**src/rtl/bus_fabric.sv**
```systemverilog
// Registered single-master interconnect: base/mask address decode, req/ready handshake, error on unmapped.
// Optional access watchdog is built only when BUS_TIMEOUT_EN is defined.
module bus_fabric #(
    parameter int                   NSLV     = 3,
    parameter int                   AW       = 32,
    parameter int                   DW       = 32,
    parameter logic [NSLV*AW-1:0]   SLV_BASE = {32'h2000_0000, 32'h1000_0000, 32'h0},
    parameter logic [NSLV*AW-1:0]   SLV_MASK = {3{32'hFFFF_0000}},
    parameter int                   TIMEOUT  = 15
) (
    input  logic                 clk,
    input  logic                 rst_n,
    input  logic                 m_req,
    input  logic [AW-1:0]        m_addr,
    input  logic [DW-1:0]        m_wdata,
    input  logic                 m_write,
    input  logic [1:0]           m_size,
    output logic                 m_ready,
    output logic [DW-1:0]        m_rdata,
    output logic                 m_err,
    output logic [NSLV-1:0]      s_sel,
    output logic [AW-1:0]        s_addr,
    output logic [DW-1:0]        s_wdata,
    output logic                 s_write,
    output logic [1:0]           s_size,
    input  logic [NSLV*DW-1:0]   s_rdata,
    input  logic [NSLV-1:0]      s_ready
);

    typedef enum logic [1:0] {IDLE, ACCESS, RESP} state_t;

    generate
        if (NSLV < 1 || NSLV > 8 || TIMEOUT < 1 || TIMEOUT > 255) begin : g_bad_cfg
            $error("bus_fabric: NSLV must be 1..8 and TIMEOUT 1..255");
        end
    endgenerate

    state_t             state_q, state_d;
    logic               m_ready_q, m_ready_d;
    logic               m_err_q, m_err_d;
    logic [DW-1:0]      m_rdata_q, m_rdata_d;
    logic [NSLV-1:0]    s_sel_q, s_sel_d;
    logic [AW-1:0]      s_addr_q, s_addr_d;
    logic [DW-1:0]      s_wdata_q, s_wdata_d;
    logic               s_write_q, s_write_d;
    logic [1:0]         s_size_q, s_size_d;

`ifdef BUS_TIMEOUT_EN
    localparam logic [7:0] TMO_LIMIT = 8'(TIMEOUT);
    logic [7:0]         tmo_cnt_q, tmo_cnt_d;
`endif

    logic [NSLV-1:0]    hit;
    logic [NSLV-1:0]    hit_onehot;
    logic               any_hit;
    logic [DW-1:0]      rdata_masked [NSLV];
    logic [DW-1:0]      sel_rdata;
    logic               sel_ready;

    // Window match per slave, plus read data gated by the registered select.
    generate
        for (genvar gi = 0; gi < NSLV; gi++) begin : g_slv
            assign hit[gi] = (m_addr & SLV_MASK[gi*AW +: AW]) == SLV_BASE[gi*AW +: AW];
            assign rdata_masked[gi] = s_sel_q[gi] ? s_rdata[gi*DW +: DW] : '0;
        end
    endgenerate

    // Scan from the top down so the lowest matching index is the last write.
    always_comb begin
        hit_onehot = '0;
        for (int i = NSLV - 1; i >= 0; i--) begin
            if (hit[i]) begin
                hit_onehot    = '0;
                hit_onehot[i] = 1'b1;
            end
        end
    end

    assign any_hit   = |hit;
    assign sel_ready = |(s_ready & s_sel_q);

    always_comb begin
        sel_rdata = '0;
        for (int i = 0; i < NSLV; i++) begin
            sel_rdata = sel_rdata | rdata_masked[i];
        end
    end

    always_comb begin
        state_d   = state_q;
        m_ready_d = 1'b0;
        m_err_d   = 1'b0;
        m_rdata_d = m_rdata_q;
        s_sel_d   = s_sel_q;
        s_addr_d  = s_addr_q;
        s_wdata_d = s_wdata_q;
        s_write_d = s_write_q;
        s_size_d  = s_size_q;
`ifdef BUS_TIMEOUT_EN
        tmo_cnt_d = tmo_cnt_q;
`endif
        case (state_q)
            IDLE: begin
                if (m_req) begin
                    s_addr_d  = m_addr;
                    s_wdata_d = m_wdata;
                    s_write_d = m_write;
                    s_size_d  = m_size;
                    if (any_hit) begin
                        s_sel_d = hit_onehot;
                        state_d = ACCESS;
`ifdef BUS_TIMEOUT_EN
                        tmo_cnt_d = 8'd0;
`endif
                    end else begin
                        m_err_d   = 1'b1;
                        m_ready_d = 1'b1;
                        state_d   = RESP;
                    end
                end
            end
            ACCESS: begin
                if (sel_ready) begin
                    m_rdata_d = s_write_q ? '0 : sel_rdata;
                    m_ready_d = 1'b1;
                    s_sel_d   = '0;
                    state_d   = RESP;
                end
`ifdef BUS_TIMEOUT_EN
                // A slave that answers on the limit cycle still completes normally.
                else if (tmo_cnt_q == TMO_LIMIT) begin
                    m_rdata_d = '0;
                    m_err_d   = 1'b1;
                    m_ready_d = 1'b1;
                    s_sel_d   = '0;
                    state_d   = RESP;
                end else begin
                    tmo_cnt_d = tmo_cnt_q + 8'd1;
                end
`endif
            end
            RESP: begin
                state_d = IDLE;
            end
            default: begin
                state_d = IDLE;
                s_sel_d = '0;
            end
        endcase
    end

    always_ff @(posedge clk) begin
        if (!rst_n) begin
            state_q   <= IDLE;
            m_ready_q <= 1'b0;
            m_err_q   <= 1'b0;
            m_rdata_q <= '0;
            s_sel_q   <= '0;
            s_addr_q  <= '0;
            s_wdata_q <= '0;
            s_write_q <= 1'b0;
            s_size_q  <= 2'b00;
`ifdef BUS_TIMEOUT_EN
            tmo_cnt_q <= 8'd0;
`endif
        end else begin
            state_q   <= state_d;
            m_ready_q <= m_ready_d;
            m_err_q   <= m_err_d;
            m_rdata_q <= m_rdata_d;
            s_sel_q   <= s_sel_d;
            s_addr_q  <= s_addr_d;
            s_wdata_q <= s_wdata_d;
            s_write_q <= s_write_d;
            s_size_q  <= s_size_d;
`ifdef BUS_TIMEOUT_EN
            tmo_cnt_q <= tmo_cnt_d;
`endif
        end
    end

    assign m_ready = m_ready_q;
    assign m_err   = m_err_q;
    assign m_rdata = m_rdata_q;
    assign s_sel   = s_sel_q;
    assign s_addr  = s_addr_q;
    assign s_wdata = s_wdata_q;
    assign s_write = s_write_q;
    assign s_size  = s_size_q;

endmodule

```
**config.mk**
```make
export PLATFORM = sky130hd
export DESIGN_NAME = bus_fabric
export DESIGN_NICKNAME = d
export VERILOG_FILES = /design/src/rtl/bus_fabric.sv
export SDC_FILE = /design/constraint.sdc
export NUM_CORES = 1
export LEC_CHECK = 0
export ABC_CLOCK_PERIOD_IN_PS = 3800
export CELL_PAD_IN_SITES_DETAIL_PLACEMENT = 0
export CELL_PAD_IN_SITES_GLOBAL_PLACEMENT = 2
export CORE_ASPECT_RATIO = 0.7
export CORE_UTILIZATION = 21
export CTS_CLUSTER_DIAMETER = 30
export DETAILED_ROUTE_END_ITERATION = 7
export PLACE_DENSITY = 0.86
export SETUP_SLACK_MARGIN = 0.2
export SYNTH_ARGS = -nofsm -noshare
export SYNTH_HDL_FRONTEND = slang
export SYNTH_SLANG_ARGS = --single-unit
```
**constraint.sdc**
```tcl
create_clock -name clk -period 3.8 [get_ports clk]
set_input_delay 0.38 -clock clk [delete_from_list [all_inputs] [get_ports clk]]
set_output_delay 0.38 -clock clk [all_outputs]
set_load 0.02 [all_outputs]
```
## Yosys cells after proc, flatten, opt, wreduce, memory -nomap -nowiden

Cells that the tools add are included.

| word-level totals | value |
|---|---|
| register bits after elaboration | 106 |
| input port bits | 169 |
| output and inout port bits | 104 |
| logic and storage cells | 48 |

| operators by class | value |
|---|---|
| eq/ne operators | 7 |
| multiplexer cells | 19 |
| bitwise logic cells | 4 |
| reduce and logical (&&, ||, !) cells | 9 |

Operators with widths:

| cell | number |
|---|---|
| $mux W32 | 4 |
| $or A32 B32 Y32 | 2 |
| $logic_not A32 Y1 | 1 |
| $mux W3 | 6 |
| $eq A16 B13 Y1 const B | 1 |
| $eq A16 B14 Y1 const B | 1 |
| $pmux W3 S3 | 1 |
| $reduce_and A2 Y1 | 4 |
| $mux W2 | 3 |
| $ne A2 B2 Y1 const B | 3 |
| $reduce_or A3 Y1 | 2 |
| $pmux W2 S2 | 1 |
| $reduce_and A4 Y1 | 1 |
| $and A3 B3 Y3 | 1 |
| $mux W1 | 3 |
| $eq A2 B1 Y1 const B | 1 |
| $eq A2 B2 Y1 const B | 1 |
| $logic_not A2 Y1 | 1 |
| $pmux W1 S2 | 1 |
| $not A1 Y1 | 1 |

## Logic depth before layout (Yosys ltp)

Gate-level depths: netlist of the first run.

| depth | value |
|---|---|
| depth after elaboration | 7 |
| depth in mapped cells | 7 |
| gate-level depth less buffers | 4 |

## Worst setup path after synthesis of the first run

Ideal clock, no wire load.

| timing | value |
|---|---|
| kind | input port to flip-flop |
| from | in m_addr[20] |
| to | reg s_sel_q[1] (netlist: s_sel[1]) |
| library setup time | 0.116 ns |
| arrival time | 1.642 ns |
| data required time | 3.684 ns |
| setup slack | 2.042 ns |
| stages on the path | 4 |
| buffers on the path | 0 |
| cell sequence | or4_4 -> nor4_4 -> a22oi_2 -> a31o_1 |

| on the way | value |
|---|---|
| word-level cells in the longest chain between the ends | 6 |
| elaborated cells on any way between the ends | 11 |
| classes of those cells | 3 x eq/ne; 5 x mux; 3 x reduce/logical |

Ends and longest elaborated chain:

| what | RTL line | source |
|---|---|---|
| start, declared | 14 | `input logic [AW-1:0] m_addr,` |
| $eq A16 B13 Y1 | 63 | `assign hit[gi] = (m_addr & SLV_MASK[gi*AW +: AW]) == SLV_BASE[gi*AW +: AW];` |
| $mux W3 (2 in a row) | 72 | `if (hit[i]) begin` |
| $mux W3 | 109 | `if (any_hit) begin` |
| $mux W3 | 104 | `if (m_req) begin` |
| $pmux W3 S3 | 102 | `case (state_q)` |
| end signal, assigned | 171 | `s_sel_q <= s_sel_d;` |
| end, declared | 42 | `logic [NSLV-1:0] s_sel_q, s_sel_d;` |

Several ways; a longest one is shown, not always the timed one. The select of a mux whose other input is x is not followed.
A chain may end at the register's enable or synchronous reset.

## Worst setup path after layout of the first run

| timing | value |
|---|---|
| from | reg s_sel_q[2] (netlist: s_sel[2]) |
| to | reg m_rdata_q[0] (netlist: m_rdata[0]) |

| on the way | value |
|---|---|
| word-level cells in the longest chain between the ends | 3 |
| elaborated cells on any way between the ends | 6 |
| classes of those cells | 2 x mux; 2 x bitwise; 2 x reduce/logical |

Ends and longest elaborated chain:

| what | RTL line | source |
|---|---|---|
| $and A3 B3 Y3 / $mux W32 (equally long branches) | 80, 64 |  |
| $reduce_or A3 Y1 / $or A32 B32 Y32 (equally long branches) | 80, 85 |  |
| $reduce_and A2 Y1 (no source line) / $mux W32 (equally long branches) | n/a |  |
| end signal, assigned | 170 | `m_rdata_q <= m_rdata_d;` |
| end, declared | 41 | `logic [DW-1:0] m_rdata_q, m_rdata_d;` |

Several ways; a longest one is shown, not always the timed one.

==> flow_metrics.py, run 1 <==
metrics = {
    "route": {
        "drtIter0Drc": 312,
        "via_per_inst": 4.405,
        "num_vias": 4246,
        "wirelength_mm": 15.33,
        "ant_nets": 0,
        "drc": 0,
        "wl_per_cell_um": 15.90,
        "drt_first_pass_iters": 8,
    },
    "worst_setup_path": {
        "cp_slowest_cell": "dfxtp_1",
        "path_max_fanout": 32,
        "criticalPathCategory": "reg2reg",
        "crit_buf_inv": 2,
        "critPathCaptureType": "register",
        "crit_family": "buffers and inverters",
        "r2r-start": "s_sel[2]",
        "reg2reg_to": "m_rdata[0]",
        "cpPeakStageDelay_ns": 0.60,
        "startpoint_type": "register",
        "worstPathCellList": "buf_4, a222oi_1, nand2b_1, or3_1, buf_4, o2bb2ai_1",
        "cp.required_ns": 4.07,
        "critical_path.most_common_cell": "buf_4",
        "cp.arrival_ns": 2.53,
        "r2r_slack_ns": 1.55,
        "r2r_cells": 6,
    },
    "yosys": {
        "avgSynthCellArea_sq_um": 9.377,
        "synth_area_sq_um": 4173,
        "synth_seq_area_share_pct": 50.85,
        "synth_nets": 614,
        "synth_cell_types": 27,
        "synthCells": 445,
        "yosysWarnings": 0,
        "ys_ff_latch": 106,
    },
    "die": {
        "ios": 273,
        "die_y_um": 119.9,
        "core_sq_um": 19180,
        "initial_core_util_pct": 21.75,
        "die-area_sq_um": 20450,
        "die_w_um": 170.5,
        "core.rowCount": 42,
    },
    "cts": {
        "worstSkewPairLatency_ns": 0.35,
        "root_buffer": "clkbuf_16",
        "clk_pin_slew_ns": 0.07,
        "ctsLongestPathBuffers": 2,
        "post_cts_buffers": 0,
        "cts_hold_buf": 0,
        "clock-sinks": 106,
        "h-tree-depth": 3,
        "numCtsBuffers": 9,
        "post_cts_resized": 0,
        "cts_tree": "yes",
    },
    "timing": {
        "finalSetupTns_ns": 0,
        "finalMaxSlewViolations": 0,
        "max_slew_margin_pct": 44.29,
        "post-route-period-util_pct": 59.32,
        "holdWs_ns": 0.4531,
        "fmaxAchievable_mhz": 443.6,
        "min_period_ns": 2.254,
        "worst_pin_slew_ns": 0.8347,
        "worst_slack_ns": 1.546,
        "finalSetupViolations": 0,
        "clock_skew_ns": 0.006295,
        "hold_viol": 0,
        "rsz0062_at_grt": "no",
    },
    "layout": {
        "drive_above_1_share_pct": 4.429,
        "fillers": 1897,
        "multi_input_area_sq_um": 1882,
        "finalNetCount": 865,
        "diodes": 0,
        "layout_commonest_cell": "clkdlybuf4s50_1",
        "area_growth_syn_to_layout_pct": 76.88,
        "layout_common_cells": "clkdlybuf4s50_1, nand2_1, dfxtp_1, a21boi_1, a222oi_1",
        "fin_area_sq_um": 7381,
        "regArea_sq_um": 2122,
    },
    "global_routing": {
        "grt_antenna_before_repair": 0,
        "grt_use_total_pct": 14.86,
        "overflow": 0,
        "grt_pass1_vias": 4394,
        "grt_pass1_wl_mm": 23.67,
        "grt_max_degree": 42,
    },
    "run_status": {
        "status": "finished, final reports clean",
    },
    "power": {
        "irDropWorstVdd_v": 0.0001716,
        "p_leak_uw": 0.002570,
        "p_per_area_nw_per_um2": 334.7,
        "finalPower_uw": 2471,
    },
    "place": {
        "port_buffers": 272,
        "place_area_sq_um": 7119,
        "dpl_worst_slack_ns": 1.341,
        "place.gp.congestion": 0.7190,
        "hpwl_mm": 11.46,
    },
    "job": {
        "timing.max_cap.violations": 0,
    },
    "hold_path": {
        "worstHoldPathType": "reg2reg",
        "worstHoldStart": "s_wdata[17]",
        "hold_path_depth": 2,
        "min_to": "s_wdata[17]",
    },
}
-- sequential cells by signal (all words and copies together), names as in the netlist --
name,count
s_sel,3
s_wdata,32
m_ready,1
m_err,1
state_q,2
s_addr,32
s_write,1
m_rdata,32
s_size,2
-- synthesized netlist by cell type, drive strengths merged --
cell type | number | area share, %
nand2 | 139 | 13
dfxtp | 106 | 51
a21boi | 67 | 12
a222oi | 33 | 7.9
o2bb2ai | 32 | 6.7
clkbuf | 27 | 2.4
buf | 14 | 1.7
or4 | 4 | 0.90
a21oi | 3 | 0.36
nand2b | 3 | 0.45
mux2i | 2 | 0.48
nor2 | 2 | 0.18
nor4 | 2 | 0.81
a211o | 1 | 0.21
a22oi | 1 | 0.30
a31o | 1 | 0.21
and4bb | 1 | 0.30
nand3b | 1 | 0.18
nand4b | 1 | 0.21
nand4bb | 1 | 0.27
nor3b | 1 | 0.45
o21a | 1 | 0.18
or3 | 1 | 0.15
or3b | 1 | 0.21
-- per-stage QoR --
step,cells,util [%]
3_5_place_dp,949,37.12
3_3_place_gp,949,37.12
5_1_grt,964,38.48
4_1_cts,964,38.48
2_1_floorplan,445,-
6_report,964,38.48
-- worst register-to-register path, cell delays in order, from the launching register on --
cell and delay, ns:
dfxtp_1 0.60, buf_4 0.38, a222oi_1 0.17, nand2b_1 0.22, or3_1 0.37, buf_4 0.25
o2bb2ai_1 0.20
-- report_power, final --
group / switching (uW) / internal [uW] / total [uW]
registers: 24.0 / 1150 / 1180
logic: 178 / 261 / 438
clock network: 416 / 439 / 855
-- layer usage --
layer | up-vias | routed length, um | track usage (%)
li1 | 2107 | - | -
met1 | 1988 | 6896 | 18.47
met2 | 142 | 7071 | 24.28
met3 | 9 | 1217 | 5.112
met4 | 0 | 146 | 4.110
met5 | - | 0 | 0
-- final cells by class --
type	instances	area share, %
clock buffers	10	3.102
repair buffers	281	37.74
well taps	264	4.475
clock inverters	5	0.4408
flip-flops and latches	106	28.75
multi-input cells	298	25.50
-- how the worst max path moves through the flow --
stage | from | to | slack [ns] | depth (start not counted)
floorplan | m_addr[20] | s_sel[1] | 2.04 | 4
global placement | m_req | s_addr[31] | 1.34 | 5
detailed placement | m_req | s_addr[31] | 1.34 | 5
CTS | s_sel[2] | m_rdata[0] | 1.51 | 6
global route | s_sel[2] | m_rdata[9] | 1.39 | 6
finish | s_sel[2] | m_rdata[0] | 1.55 | 6
-- cells by family after synthesis --
logic type      Yosys count  share of synthesized area [%]
compound gates          139                          27.95
buf+inv                  41                          4.108
flops                   106                          50.85
mux                       2                         0.4798
simple gates            157                          16.61
(Power assumes the default switching activity.)
==> run 2, diff against run 1 <==
--- a/config.mk
+++ b/config.mk
@@ -5,14 +5,14 @@
 export SDC_FILE = /design/constraint.sdc
 export NUM_CORES = 1
 export LEC_CHECK = 0
-export ABC_CLOCK_PERIOD_IN_PS = 3800
+export ABC_CLOCK_PERIOD_IN_PS = 2000
 export CELL_PAD_IN_SITES_DETAIL_PLACEMENT = 0
 export CELL_PAD_IN_SITES_GLOBAL_PLACEMENT = 2
 export CORE_ASPECT_RATIO = 0.7
-export CORE_UTILIZATION = 21
+export CORE_UTILIZATION = 17
 export CTS_CLUSTER_DIAMETER = 30
 export DETAILED_ROUTE_END_ITERATION = 7
-export PLACE_DENSITY = 0.86
+export PLACE_DENSITY = 0.75
 export SETUP_SLACK_MARGIN = 0.2
 export SYNTH_ARGS = -nofsm -noshare
 export SYNTH_HDL_FRONTEND = slang
==> constraint.sdc (replaced) <==
create_clock -name clk -period 2 [get_ports clk]
set_input_delay 0.2 -clock clk [delete_from_list [all_inputs] [get_ports clk]]
set_output_delay 0.2 -clock clk [all_outputs]
set_load 0.02 [all_outputs]
==> run 2 against run 1 <==
Against the previous run:
- power increased by 93%
- critical path depth decreased by 1
- global-route usage decreased by 2.2 points
- setup slack got worse by 1.3 ns
- via count increased by 0.66%
- sequential cell count unchanged
- critical path type is now in2reg
- largest power group unchanged
==> flow_metrics.py, run 2 (synthesized netlist as in run 1, its figures left out) <==
metrics = {
    "route": {
        "via_per_inst": 4.133,
        "wirelength_mm": 16.14,
        "drt_first_pass_iters": 7,
        "num_vias": 4274,
        "drtIter0Drc": 292,
        "wl_per_cell_um": 15.61,
        "drc": 0,
        "ant_nets": 0,
    },
    "layout": {
        "layout_commonest_cell": "clkdlybuf4s50_1",
        "layout_common_cells": "clkdlybuf4s50_1, nand2_1, dfxtp_1, a21boi_1, a222oi_1",
        "finalNetCount": 880,
        "drive_above_1_share_pct": 6.425,
        "fin_area_sq_um": 7619,
        "area_growth_syn_to_layout_pct": 82.58,
        "diodes": 0,
    },
    "timing": {
        "finalSetupViolations": 0,
        "finalMaxSlewViolations": 0,
        "fmaxAchievable_mhz": 575.0,
        "post-route-period-util_pct": 86.96,
        "clock_skew_ns": 0.006457,
        "rsz0062_at_grt": "no",
        "min_period_ns": 1.739,
        "max_slew_margin_pct": 71.82,
        "worst_pin_slew_ns": 0.4223,
        "hold_viol": 0,
    },
    "hold_path": {
        "worstHoldPathType": "in2reg",
        "hold_path_depth": 3,
    },
    "place": {
        "place_area_sq_um": 7342,
        "port_buffers": 272,
        "place.gp.congestion": 0.7423,
        "hpwl_mm": 11.87,
    },
    "worst_setup_path": {
        "reg2reg_to": "s_sel[1]",
        "r2r-start": "state_q[1]",
        "cp.arrival_ns": 1.99,
        "startpoint_type": "input port",
        "r2r_slack_ns": 0.42,
        "cp.required_ns": 2.25,
        "criticalPathCategory": "in2reg",
        "worstSetupEndpoint": "s_sel[1]",
        "r2r_cells": 5,
        "path_max_fanout": 3,
        "critPathCaptureType": "register",
        "startpoint": "m_addr[26]",
    },
    "job": {
        "timing.max_cap.violations": 0,
    },
    "die": {
        "die_y_um": 133.1,
        "core_sq_um": 23880,
        "die_w_um": 189.3,
        "ios": 273,
        "initial_core_util_pct": 17.48,
        "core.rowCount": 47,
        "die-area_sq_um": 25190,
    },
    "global_routing": {
        "grt_pass1_wl_mm": 24.67,
        "grt_max_degree": 42,
        "grt_antenna_before_repair": 0,
        "grt_pass1_vias": 4208,
        "grt_use_total_pct": 12.64,
        "overflow": 0,
    },
    "cts": {
        "clk_pin_slew_ns": 0.07,
        "worstSkewPairLatency_ns": 0.35,
        "root_buffer": "clkbuf_16",
        "cts_tree": "yes",
        "h-tree-depth": 3,
        "numCtsBuffers": 9,
        "ctsLongestPathBuffers": 2,
        "clock-sinks": 106,
    },
    "power": {
        "irDropWorstVdd_v": 0.0003800,
        "p_per_area_nw_per_um2": 626.6,
        "p_leak_uw": 0.002679,
        "finalPower_uw": 4774,
    },
    "run_status": {
        "status": "finished, final reports clean",
    },
}
## run 2: changes by cell type in the layout (fill, tap and decap cells not counted), sizes merged
cell and change:
buf +15, clkinv +1, clkinvlp -3, clkbuf +3
## run 2: where the power goes
part | switching [uW] | internal (uW)
combinational | 354 | 517
sequential | 40.5 | 2190
clock | 796 | 876
## run 2: worst max-delay path: stages
cell and delay, ns:
clkdlybuf4s50_1 0.42, or4_4 0.57, nor4_4 0.38, a22oi_2 0.18
a31o_1 0.24
## run 2: how the worst min path moves through the flow
| stage | from | endpoint | slack, ns |
|---|---|---|---|
| detailed placement | m_rdata[31] | m_rdata[31] | 0.45 |
| global route | rst_n | state_q[0] | 0.21 |
| CTS | rst_n | state_q[1] | 0.18 |
| global placement | s_addr[22] | s_addr[22] | 0.44 |
| floorplan | m_addr[10] | s_addr[10] | 0.33 |
| finish | rst_n | state_q[0] | 0.21 |
## run 2: per-layer routing
metal  wire [um]  vias to the layer above  GRT usage [%]
met5           0                        -              0
met3        1750                       11          5.995
met4         176                        0          3.315
met2        6813                      164          18.77
met1        7404                     1952          16.28
li1            -                     2147              -
## run 2: area by class of cell
type | instances | area [sq um]
Clock buffer | 13 | 250.2
Clock inverter | 3 | 15.01
Tap cell | 318 | 397.9
Sequential cell | 106 | 2122
Timing Repair Buffer | 296 | 2948
Fill cell | 2518 | 16260
Multi-Input combinational cell | 298 | 1886
## run 2: repair_timing
action | 4_1_cts | 5_1_grt
resized for setup | 0 | 1
setup buffers | 0 | 1
setup endpoints to repair | 0 | 1
hold buffers | 0 | 0
## run 2: per-stage QoR
step | hold slack (ns) | std cells | utilization, % | setup TNS [ns] | setup slack (ns)
after floorplan | 0.3349 | 445 | - | 0 | 0.2698
after global placement | 0.4400 | 1017 | 30.75 | -0.2138 | -0.08697
after detailed placement | 0.4466 | 1017 | 30.75 | -0.3182 | -0.1098
after CTS | 0.1792 | 1033 | 31.86 | 0 | 0.2816
after global routing | 0.2114 | 1034 | 31.91 | 0 | 0.2021
final | 0.2143 | 1034 | 31.91 | 0 | 0.2608
